$ cat src/rtl/split_bus_arbiter.sv
// split_bus_arbiter
//   Two-master serial bus arbiter with split-transaction support. Grants the
//   shared bus to one master, shifts in the bit-serial slave address from the
//   owner's tx line (start bit 0, then ADDR_W bits MSB first), then follows
//   the slave handshake. A slave split parks the owner with its address
//   saved. A later split_release resumes that master directly in WAIT_SLV.
//
// Ports
//   clk            bus clock, rising edge
//   rstn           synchronous reset, active high (1 resets on the next edge)
//   m1_req/m2_req  level bus requests
//   m1_tx/m2_tx    master serial lines, idle high
//   slv_ready      slave accepted the transaction
//   slv_split      slave defers the transaction (split)
//   slv_responded  slave finished the transaction
//   split_release  bit i: slave ready to resume master i+1
//   m1_gnt/m2_gnt  bus grants, mutually exclusive
//   m1_split/m2_split  master parked in split
//   addr           captured or restored slave address
//   addr_rdy       one-cycle strobe, addr valid
//   owner          0 = m1, 1 = m2, valid while a grant is high
//   timeout        one-cycle strobe on forced release
module split_bus_arbiter #(
  parameter int unsigned ADDR_W  = 2,
  parameter int unsigned RR_EN   = 1,
  parameter int unsigned TIMEOUT = 64
) (
  input  logic              clk,
  input  logic              rstn,
  input  logic              m1_req,
  input  logic              m2_req,
  input  logic              m1_tx,
  input  logic              m2_tx,
  input  logic              slv_ready,
  input  logic              slv_split,
  input  logic              slv_responded,
  input  logic [1:0]        split_release,
  output logic              m1_gnt,
  output logic              m2_gnt,
  output logic              m1_split,
  output logic              m2_split,
  output logic [ADDR_W-1:0] addr,
  output logic              addr_rdy,
  output logic              owner,
  output logic              timeout
);

  localparam int unsigned CNT_W = (TIMEOUT > 1) ? $clog2(TIMEOUT) : 1;
  localparam int unsigned BIT_W = (ADDR_W > 1) ? $clog2(ADDR_W) : 1;
  localparam logic [CNT_W-1:0] TMO_LAST = CNT_W'(TIMEOUT - 1);
  localparam logic [BIT_W-1:0] BIT_LAST = BIT_W'(ADDR_W - 1);

  typedef enum logic [2:0] {
    IDLE,
    GRANT,
    ADDR,
    WAIT_SLV,
    DATA
  } state_t;

  state_t            state, state_nxt;
  logic [BIT_W-1:0]  bitcnt, bitcnt_nxt;
  logic [ADDR_W-1:0] shift, shift_nxt;
  logic [CNT_W-1:0]  tmo_cnt, tmo_nxt;
  logic              last_owner, last_nxt;
  logic [ADDR_W-1:0] sav1, sav1_nxt;
  logic [ADDR_W-1:0] sav2, sav2_nxt;
  logic              gnt1_nxt, gnt2_nxt;
  logic              split1_nxt, split2_nxt;
  logic [ADDR_W-1:0] addr_nxt;
  logic              addr_rdy_nxt;
  logic              owner_nxt;
  logic              timeout_nxt;

  logic              own_tx;
  logic              own_req;
  logic              elig1, elig2;
  logic              win;
  logic              tmo_hit;
  logic              force_rel;

  // Next-state and registered-output computation
  always_comb begin
    state_nxt    = state;
    bitcnt_nxt   = bitcnt;
    shift_nxt    = shift;
    tmo_nxt      = tmo_cnt;
    last_nxt     = last_owner;
    sav1_nxt     = sav1;
    sav2_nxt     = sav2;
    gnt1_nxt     = m1_gnt;
    gnt2_nxt     = m2_gnt;
    split1_nxt   = m1_split;
    split2_nxt   = m2_split;
    addr_nxt     = addr;
    addr_rdy_nxt = 1'b0;
    owner_nxt    = owner;
    timeout_nxt  = 1'b0;
    win          = 1'b0;
    force_rel    = 1'b0;

    own_tx  = owner ? m2_tx : m1_tx;
    own_req = owner ? m2_req : m1_req;
    elig1   = m1_req & ~m1_split;
    elig2   = m2_req & ~m2_split;
    tmo_hit = (tmo_cnt == TMO_LAST);

    case (state)
      IDLE: begin
        // Resumed splits beat new requests; m1 resumes first on a double release
        if (split_release[0] && m1_split) begin
          split1_nxt   = 1'b0;
          owner_nxt    = 1'b0;
          gnt1_nxt     = 1'b1;
          addr_nxt     = sav1;
          addr_rdy_nxt = 1'b1;
          state_nxt    = WAIT_SLV;
        end else if (split_release[1] && m2_split) begin
          split2_nxt   = 1'b0;
          owner_nxt    = 1'b1;
          gnt2_nxt     = 1'b1;
          addr_nxt     = sav2;
          addr_rdy_nxt = 1'b1;
          state_nxt    = WAIT_SLV;
        end else if (elig1 || elig2) begin
          // On a tie round-robin picks the master that did not own the bus last
          if (elig1 && elig2) begin
            win = (RR_EN != 0) ? ~last_owner : 1'b0;
          end else begin
            win = elig2;
          end
          owner_nxt = win;
          gnt1_nxt  = ~win;
          gnt2_nxt  = win;
          state_nxt = GRANT;
        end
      end

      GRANT: begin
        if (!own_req) begin
          gnt1_nxt  = 1'b0;
          gnt2_nxt  = 1'b0;
          state_nxt = IDLE;
        end else if (!own_tx) begin
          bitcnt_nxt = '0;
          state_nxt  = ADDR;
        end else if (tmo_hit) begin
          force_rel = 1'b1;
        end
      end

      ADDR: begin
        // Shift MSB first; the last bit goes straight into addr
        shift_nxt = ADDR_W'({shift, own_tx});
        if (bitcnt == BIT_LAST) begin
          addr_nxt     = shift_nxt;
          addr_rdy_nxt = 1'b1;
          state_nxt    = WAIT_SLV;
        end else begin
          bitcnt_nxt = BIT_W'(bitcnt + 1'b1);
        end
      end

      WAIT_SLV: begin
        if (slv_ready) begin
          state_nxt = DATA;
        end else if (slv_split) begin
          if (owner) begin
            split2_nxt = 1'b1;
            sav2_nxt   = addr;
          end else begin
            split1_nxt = 1'b1;
            sav1_nxt   = addr;
          end
          gnt1_nxt  = 1'b0;
          gnt2_nxt  = 1'b0;
          state_nxt = IDLE;
        end else if (tmo_hit) begin
          force_rel = 1'b1;
        end
      end

      DATA: begin
        if (slv_responded) begin
          gnt1_nxt  = 1'b0;
          gnt2_nxt  = 1'b0;
          last_nxt  = owner;
          state_nxt = IDLE;
        end else if (tmo_hit) begin
          force_rel = 1'b1;
        end
      end

      default: begin
        gnt1_nxt  = 1'b0;
        gnt2_nxt  = 1'b0;
        state_nxt = IDLE;
      end
    endcase

    // Forced release leaves split flags alone
    if (force_rel) begin
      timeout_nxt = 1'b1;
      gnt1_nxt    = 1'b0;
      gnt2_nxt    = 1'b0;
      last_nxt    = owner;
      state_nxt   = IDLE;
    end

    // Watchdog restarts on every state change, counts only in bounded states
    if (state_nxt != state) begin
      tmo_nxt = '0;
    end else if (state == GRANT || state == WAIT_SLV || state == DATA) begin
      tmo_nxt = CNT_W'(tmo_cnt + 1'b1);
    end
  end

  // State and output registers
  always_ff @(posedge clk) begin
    if (rstn) begin
      state      <= IDLE;
      bitcnt     <= '0;
      shift      <= '0;
      tmo_cnt    <= '0;
      last_owner <= 1'b1;
      sav1       <= '0;
      sav2       <= '0;
      m1_gnt     <= 1'b0;
      m2_gnt     <= 1'b0;
      m1_split   <= 1'b0;
      m2_split   <= 1'b0;
      addr       <= '0;
      addr_rdy   <= 1'b0;
      owner      <= 1'b0;
      timeout    <= 1'b0;
    end else begin
      state      <= state_nxt;
      bitcnt     <= bitcnt_nxt;
      shift      <= shift_nxt;
      tmo_cnt    <= tmo_nxt;
      last_owner <= last_nxt;
      sav1       <= sav1_nxt;
      sav2       <= sav2_nxt;
      m1_gnt     <= gnt1_nxt;
      m2_gnt     <= gnt2_nxt;
      m1_split   <= split1_nxt;
      m2_split   <= split2_nxt;
      addr       <= addr_nxt;
      addr_rdy   <= addr_rdy_nxt;
      owner      <= owner_nxt;
      timeout    <= timeout_nxt;
    end
  end

endmodule

$ cat config.mk
export PLATFORM = sky130hd
export DESIGN_NAME = split_bus_arbiter
export DESIGN_NICKNAME = d
export VERILOG_FILES = /design/src/rtl/split_bus_arbiter.sv
export SDC_FILE = /design/constraint.sdc
export NUM_CORES = 1
export LEC_CHECK = 0
export ABC_AREA = 1
export BUFFER_PORTS_ARGS = -buffer_cell sky130_fd_sc_hd__buf_2
export CAP_MARGIN = 10
export CORE_MARGIN = 3
export CORE_UTILIZATION = 46
export CTS_BUF_LIST = sky130_fd_sc_hd__clkbuf_2 sky130_fd_sc_hd__clkbuf_4 sky130_fd_sc_hd__clkbuf_8
export DETAILED_ROUTE_END_ITERATION = 8
export HOLD_SLACK_MARGIN = 0.1
export PLACE_DENSITY = 0.67
export SLEW_MARGIN = 40
export SYNTH_ARGS = -nofsm -noshare
export SYNTH_HDL_FRONTEND = slang
export SYNTH_SLANG_ARGS = --single-unit
$ cat constraint.sdc
create_clock -name clk -period 1.7 [get_ports clk]
set_input_delay 0.085 -clock clk [delete_from_list [all_inputs] [get_ports clk]]
set_output_delay 0.085 -clock clk [all_outputs]
set_load 0.01 [all_outputs]
==> impl_results.html <==
<table>
<tr><th>Metric</th><th>Value</th></tr>
<tr><th colspan="2">Hold path</th></tr>
<tr><td>Start point of the worst min-delay path</td><td>slv_ready</td></tr>
<tr><td>Class of the most critical hold timing path</td><td>in2reg</td></tr>
<tr><td>Number of stages on the worst hold path</td><td>5</td></tr>
<tr><td>Capture endpoint of the worst hold path</td><td>state[2]$_SDFF_PP0_</td></tr>
<tr><th colspan="2">Run</th></tr>
<tr><td>Maximum Capacitance Violations</td><td>0</td></tr>
<tr><th colspan="2">Power and ir drop</th></tr>
<tr><td>Static leakage power</td><td>about 0.69 nW</td></tr>
<tr><td>Cell Pwr Density</td><td>775 mW/mm^2</td></tr>
<tr><td>Peak supply drop</td><td>528 uV</td></tr>
<tr><th colspan="2">Synth</th></tr>
<tr><td>Cell area after synthesis</td><td>0.00125 mm^2</td></tr>
<tr><td>Leading post-synthesis cells by instance count</td><td>sky130_fd_sc_hd__nand2_1 (39), sky130_fd_sc_hd__nor2_1 (32), sky130_fd_sc_hd__dfxtp_1 (25)</td></tr>
<tr><td>Top flip-flop cell by instance count after synthesis</td><td>sky130_fd_sc_hd__dfxtp_1</td></tr>
<tr><td>Mean post-synth cell area</td><td>6.84 um^2</td></tr>
<tr><td>Syn Nets</td><td>around 200</td></tr>
<tr><td>Sequential share of the synthesized area</td><td>40.0%</td></tr>
<tr><td>Number of warnings printed during yosys synthesis</td><td>0</td></tr>
<tr><td>Synthesized instance count</td><td>183</td></tr>
<tr><td>Most used standard cell by instance count after synthesis</td><td>sky130_fd_sc_hd__nand2_1</td></tr>
<tr><td>Distinct cell type count after synthesis</td><td>23</td></tr>
<tr><td>Largest area contributor in the synthesized netlist</td><td>sky130_fd_sc_hd__dfxtp_1</td></tr>
<tr><td>Number of storage elements in the synthesis netlist</td><td>25</td></tr>
<tr><td>Fraction of synthesis flops using an asynchronous set or reset pin</td><td>0%</td></tr>
<tr><td>Number of synthesized flops with an enable pin</td><td>0</td></tr>
<tr><td>Most area-consuming cells after synthesis</td><td>sky130_fd_sc_hd__dfxtp_1 (40%), sky130_fd_sc_hd__nand2_1 (12%), sky130_fd_sc_hd__nor2_1 (9.6%), sky130_fd_sc_hd__inv_1 (6.3%), sky130_fd_sc_hd__o21ai_0 (6.0%)</td></tr>
<tr><td>Fraction of post-synthesis cell area in the top cell type by area</td><td>40.0%</td></tr>
<tr><th colspan="2">Timing</th></tr>
<tr><td>Period minus WS final</td><td>approximately 1.6 ns</td></tr>
<tr><td>RSZ-0062 raised after global routing</td><td>no</td></tr>
<tr><td>Fin. Hold Viols</td><td>0</td></tr>
<tr><td>Max Fclk</td><td>0.636 GHz</td></tr>
<tr><td>Transition time at the pin with the least slew margin</td><td>0.386 ns</td></tr>
<tr><td>Worst clock skew</td><td>0.00827 ns</td></tr>
<tr><td>Final cycle utilization of the critical path</td><td>92.6%</td></tr>
<tr><td>Final-report setup violation count</td><td>0</td></tr>
<tr><td>Tightest hold margin</td><td>0.142 ns</td></tr>
<tr><td>Worst max-slew margin expressed relative to the limit</td><td>between 70 and 80%</td></tr>
<tr><td>Number of pins with negative max-slew slack in the final report</td><td>0</td></tr>
<tr><td>Total Negative Setup Slacks</td><td>0 ns</td></tr>
<tr><th colspan="2">Detailed routing</th></tr>
<tr><td>Residual DRC count</td><td>0</td></tr>
<tr><td>Antenna viol nets, final</td><td>0</td></tr>
<tr><td>Post-Route WL</td><td>between 2000 and 3000 um</td></tr>
<tr><td>Avg WL per Cell</td><td>11.9 um</td></tr>
<tr><td>Per-cell via count in the routed design</td><td>5.28</td></tr>
<tr><td>Via Count</td><td>1,256</td></tr>
<tr><td>Starting DRC count in detailed routing</td><td>30</td></tr>
<tr><td>Pre-Repair DR Iteration Count</td><td>4</td></tr>
<tr><th colspan="2">Global routing</th></tr>
<tr><td>Global routing met1 resource utilization</td><td>between 20 and 25%</td></tr>
<tr><td>Overflow left after global routing</td><td>0</td></tr>
<tr><td>Maximum number of pins on one net before global-route repair</td><td>15</td></tr>
<tr><td>Wire length of the first global-routing pass</td><td>4900 um</td></tr>
<tr><td>Number of antenna violations at the first check in global routing</td><td>0</td></tr>
<tr><td>Global-route usage over all layers</td><td>around 18%</td></tr>
<tr><td>Grt peak-use layer</td><td>met2</td></tr>
<tr><td>Met2 GRT Util</td><td>29.2%</td></tr>
<tr><td>Number of global-route vias before repair</td><td>~1,200</td></tr>
<tr><td>GRT met3 Usage</td><td>2.90%</td></tr>
<tr><th colspan="2">Final layout</th></tr>
<tr><td>Util after Layout</td><td>56.9%</td></tr>
<tr><td>Antenna diode instance count</td><td>0</td></tr>
<tr><td>Synthesis-to-layout area growth</td><td>14.6%</td></tr>
<tr><td>Final-stage net count</td><td>221</td></tr>
<tr><td>Fraction of layout instances using a drive strength above 1</td><td>17.8%</td></tr>
<tr><th colspan="2">Floorplanning</th></tr>
<tr><td>Height of the die</td><td>58.2 um</td></tr>
<tr><td>Effective utilization at floorplan</td><td>49.7%</td></tr>
<tr><td>Die Footprint</td><td>0.00338 mm^2</td></tr>
<tr><td>Standard-cell row count</td><td>18</td></tr>
<tr><td>Area of the placeable core</td><td>0.00252 mm^2</td></tr>
<tr><td>Top-Level Pins</td><td>20</td></tr>
<tr><td>Die width</td><td>58.2 um</td></tr>
<tr><th colspan="2">Setup path</th></tr>
<tr><td>R2R setup slack</td><td>roughly 0.13 ns</td></tr>
<tr><td>Number of cells on the worst reg-to-reg path</td><td>10</td></tr>
<tr><td>Capturing element type of the critical path</td><td>flop</td></tr>
<tr><td>Critical register-to-register path endpoint</td><td>tmo_cnt[3]$_SDFFE_PP0P_</td></tr>
<tr><td>Start of the worst register-to-register path</td><td>state[1]$_SDFF_PP0_</td></tr>
<tr><td>Startpoint type of the worst setup path</td><td>flop</td></tr>
<tr><td>Worst setup path category</td><td>reg2reg</td></tr>
<tr><td>Req. time, crit path</td><td>a little under 2 ns</td></tr>
<tr><td>Worst path arrival time</td><td>1.81 ns</td></tr>
<tr><td>Worst-path maximum fanout</td><td>6</td></tr>
<tr><th colspan="2">Run status</th></tr>
<tr><td>Run status</td><td>finished clean</td></tr>
<tr><th colspan="2">Placement</th></tr>
<tr><td>Routability congestion estimate from global placement</td><td>around 0.93</td></tr>
<tr><td>Count of input and output buffers</td><td>19</td></tr>
<tr><td>HPWL after detailed placement</td><td>2220 um</td></tr>
<tr><th colspan="2">Clock tree</th></tr>
<tr><td>Setup Buffers After CTS</td><td>0</td></tr>
<tr><td>TritonCTS clock tree</td><td>built</td></tr>
<tr><td>Insertion delay to the later sink of the worst-skew pair</td><td>0.33 ns</td></tr>
<tr><td>Cts bufs inserted</td><td>3</td></tr>
<tr><td>Clock tree sinks</td><td>25</td></tr>
<tr><td>Clock-pin slew of the registers on the worst-case setup and hold paths</td><td>0.13 ns</td></tr>
<tr><td>CTS H-tree lvls</td><td>1</td></tr>
<tr><td>Clock Path Buffers</td><td>2</td></tr>
<tr><td>Clk Tree Root Cell</td><td>sky130_fd_sc_hd__clkbuf_4</td></tr>
</table>
==> metal layers <==
| metal | up-vias | wire [um] | part of all wire (%) |
|---|---|---|---|
| li1 | 637 | - | - |
| met1 | 570 | 1360 | 48 |
| met2 | 45 | 1280 | 45 |
| met3 | 4 | 151 | 5.3 |
| met4 | 0 | 36 | 1.3 |
| met5 | - | 0 | 0 |
==> critical path, stage by stage, from the launching register on <==
cell,delay [ns]
sky130_fd_sc_hd__dfxtp_1,0.41
sky130_fd_sc_hd__nor2_1,0.14
sky130_fd_sc_hd__nand2_1,0.11
sky130_fd_sc_hd__nand2_2,0.13
sky130_fd_sc_hd__nand3_1,0.08
sky130_fd_sc_hd__nor2_1,0.14
sky130_fd_sc_hd__nand2_2,0.11
sky130_fd_sc_hd__nand2_1,0.10
sky130_fd_sc_hd__nand2_1,0.09
sky130_fd_sc_hd__nand4_4,0.11
sky130_fd_sc_hd__nor2_1,0.06
==> cell type report <==
| type | instances | area (um^2) |
|---|---|---|
| clock inverters | 1 | 5.00 |
| fillers | 240 | 1090 |
| multi-input cells | 135 | 666 |
| repair buffers | 22 | 120 |
| well taps | 30 | 37.5 |
| flip-flops and latches | 25 | 502 |
| inverters | 22 | 82.6 |
| clock buffers | 3 | 22.5 |
==> where the power goes <==
part           switching [W]  leakage (nW)  internal [W]
registers          0.0000213         0.203      0.000607
clock network       0.000187        0.0177     0.0000884
logic               0.000131         0.473     0.0000772
total               0.000340         0.694      0.000772
==> metrics by stage <==
stage                     instance area, um^2  setup slack, ns  total power [W]  cells
after CTS                                1430            0.133          0.00111    238
after global placement                   1400            0.139         0.000843    233
after global routing                     1440          0.00503          0.00117    238
after detailed placement                 1400            0.153         0.000844    233
final                                    1440            0.127          0.00111    238
after floorplan                          1250            0.288         0.000781    183
==> how the worst max path moves through the flow <==
stage                     cells past startpoint             startpoint                 endpoint  slack, ns
after CTS                                    10    state[0]$_SDFF_PP0_  tmo_cnt[3]$_SDFFE_PP0P_       0.13
after global routing                          5    state[0]$_SDFF_PP0_      m2_gnt$_SDFFE_PP0P_      0.005
final                                        10    state[1]$_SDFF_PP0_  tmo_cnt[3]$_SDFFE_PP0P_       0.13
after floorplan                              10  m1_split$_SDFFE_PP0P_  tmo_cnt[0]$_SDFFE_PP0P_       0.29
after global placement                       10    state[0]$_SDFF_PP0_  tmo_cnt[5]$_SDFFE_PP0P_       0.14
after detailed placement                     10    state[0]$_SDFF_PP0_  tmo_cnt[3]$_SDFFE_PP0P_       0.15
==> layout by cell type, fill, tap and decap left out, types with 2 or more instances in the layout <==
master                     netlist  routed
sky130_fd_sc_hd__nand2_1        39      39
sky130_fd_sc_hd__nor2_1         32      32
sky130_fd_sc_hd__dfxtp_1        25      24
sky130_fd_sc_hd__inv_1          21      21
sky130_fd_sc_hd__buf_2           0      19
sky130_fd_sc_hd__o21ai_0        15      15
sky130_fd_sc_hd__nand3_1        11      11
sky130_fd_sc_hd__a21oi_1        11      11
sky130_fd_sc_hd__nand2_2         6       6
sky130_fd_sc_hd__nand4_1         3       3
sky130_fd_sc_hd__xnor2_1         3       3
sky130_fd_sc_hd__clkbuf_4        0       3
sky130_fd_sc_hd__nor2_2          2       2
sky130_fd_sc_hd__xor2_1          2       2
sky130_fd_sc_hd__o21bai_1        2       2
sky130_fd_sc_hd__a31oi_1         2       2
sky130_fd_sc_hd__buf_4           0       2
==> timing repair <==
action	4_1_cts	5_1_grt
hold buffers	1	0
resized for setup	0	1
setup endpoints to repair	0	4
hold endpoints to repair	9	0
==> flip-flops by register name, summed over array words and instances (netlist names), 2 cells and up <==
name     cells
addr         2
sav1         2
sav2         2
tmo_cnt      6
state        3
==> cells by family after synthesis <==
logic type                 count (synthesis)  synth area share [%]
AOI/OAI and AO/OA                         32                  13.8
xor gates and xnor gates                   5                  3.50
adders and majority gates                  1                 0.999
buffers and inverters                     23                  6.89
DFF                                       25                  40.0
muxes                                      1                 0.799
and+or+nand+nor                           96                  34.1
Power figures use the tool's default switching activity.
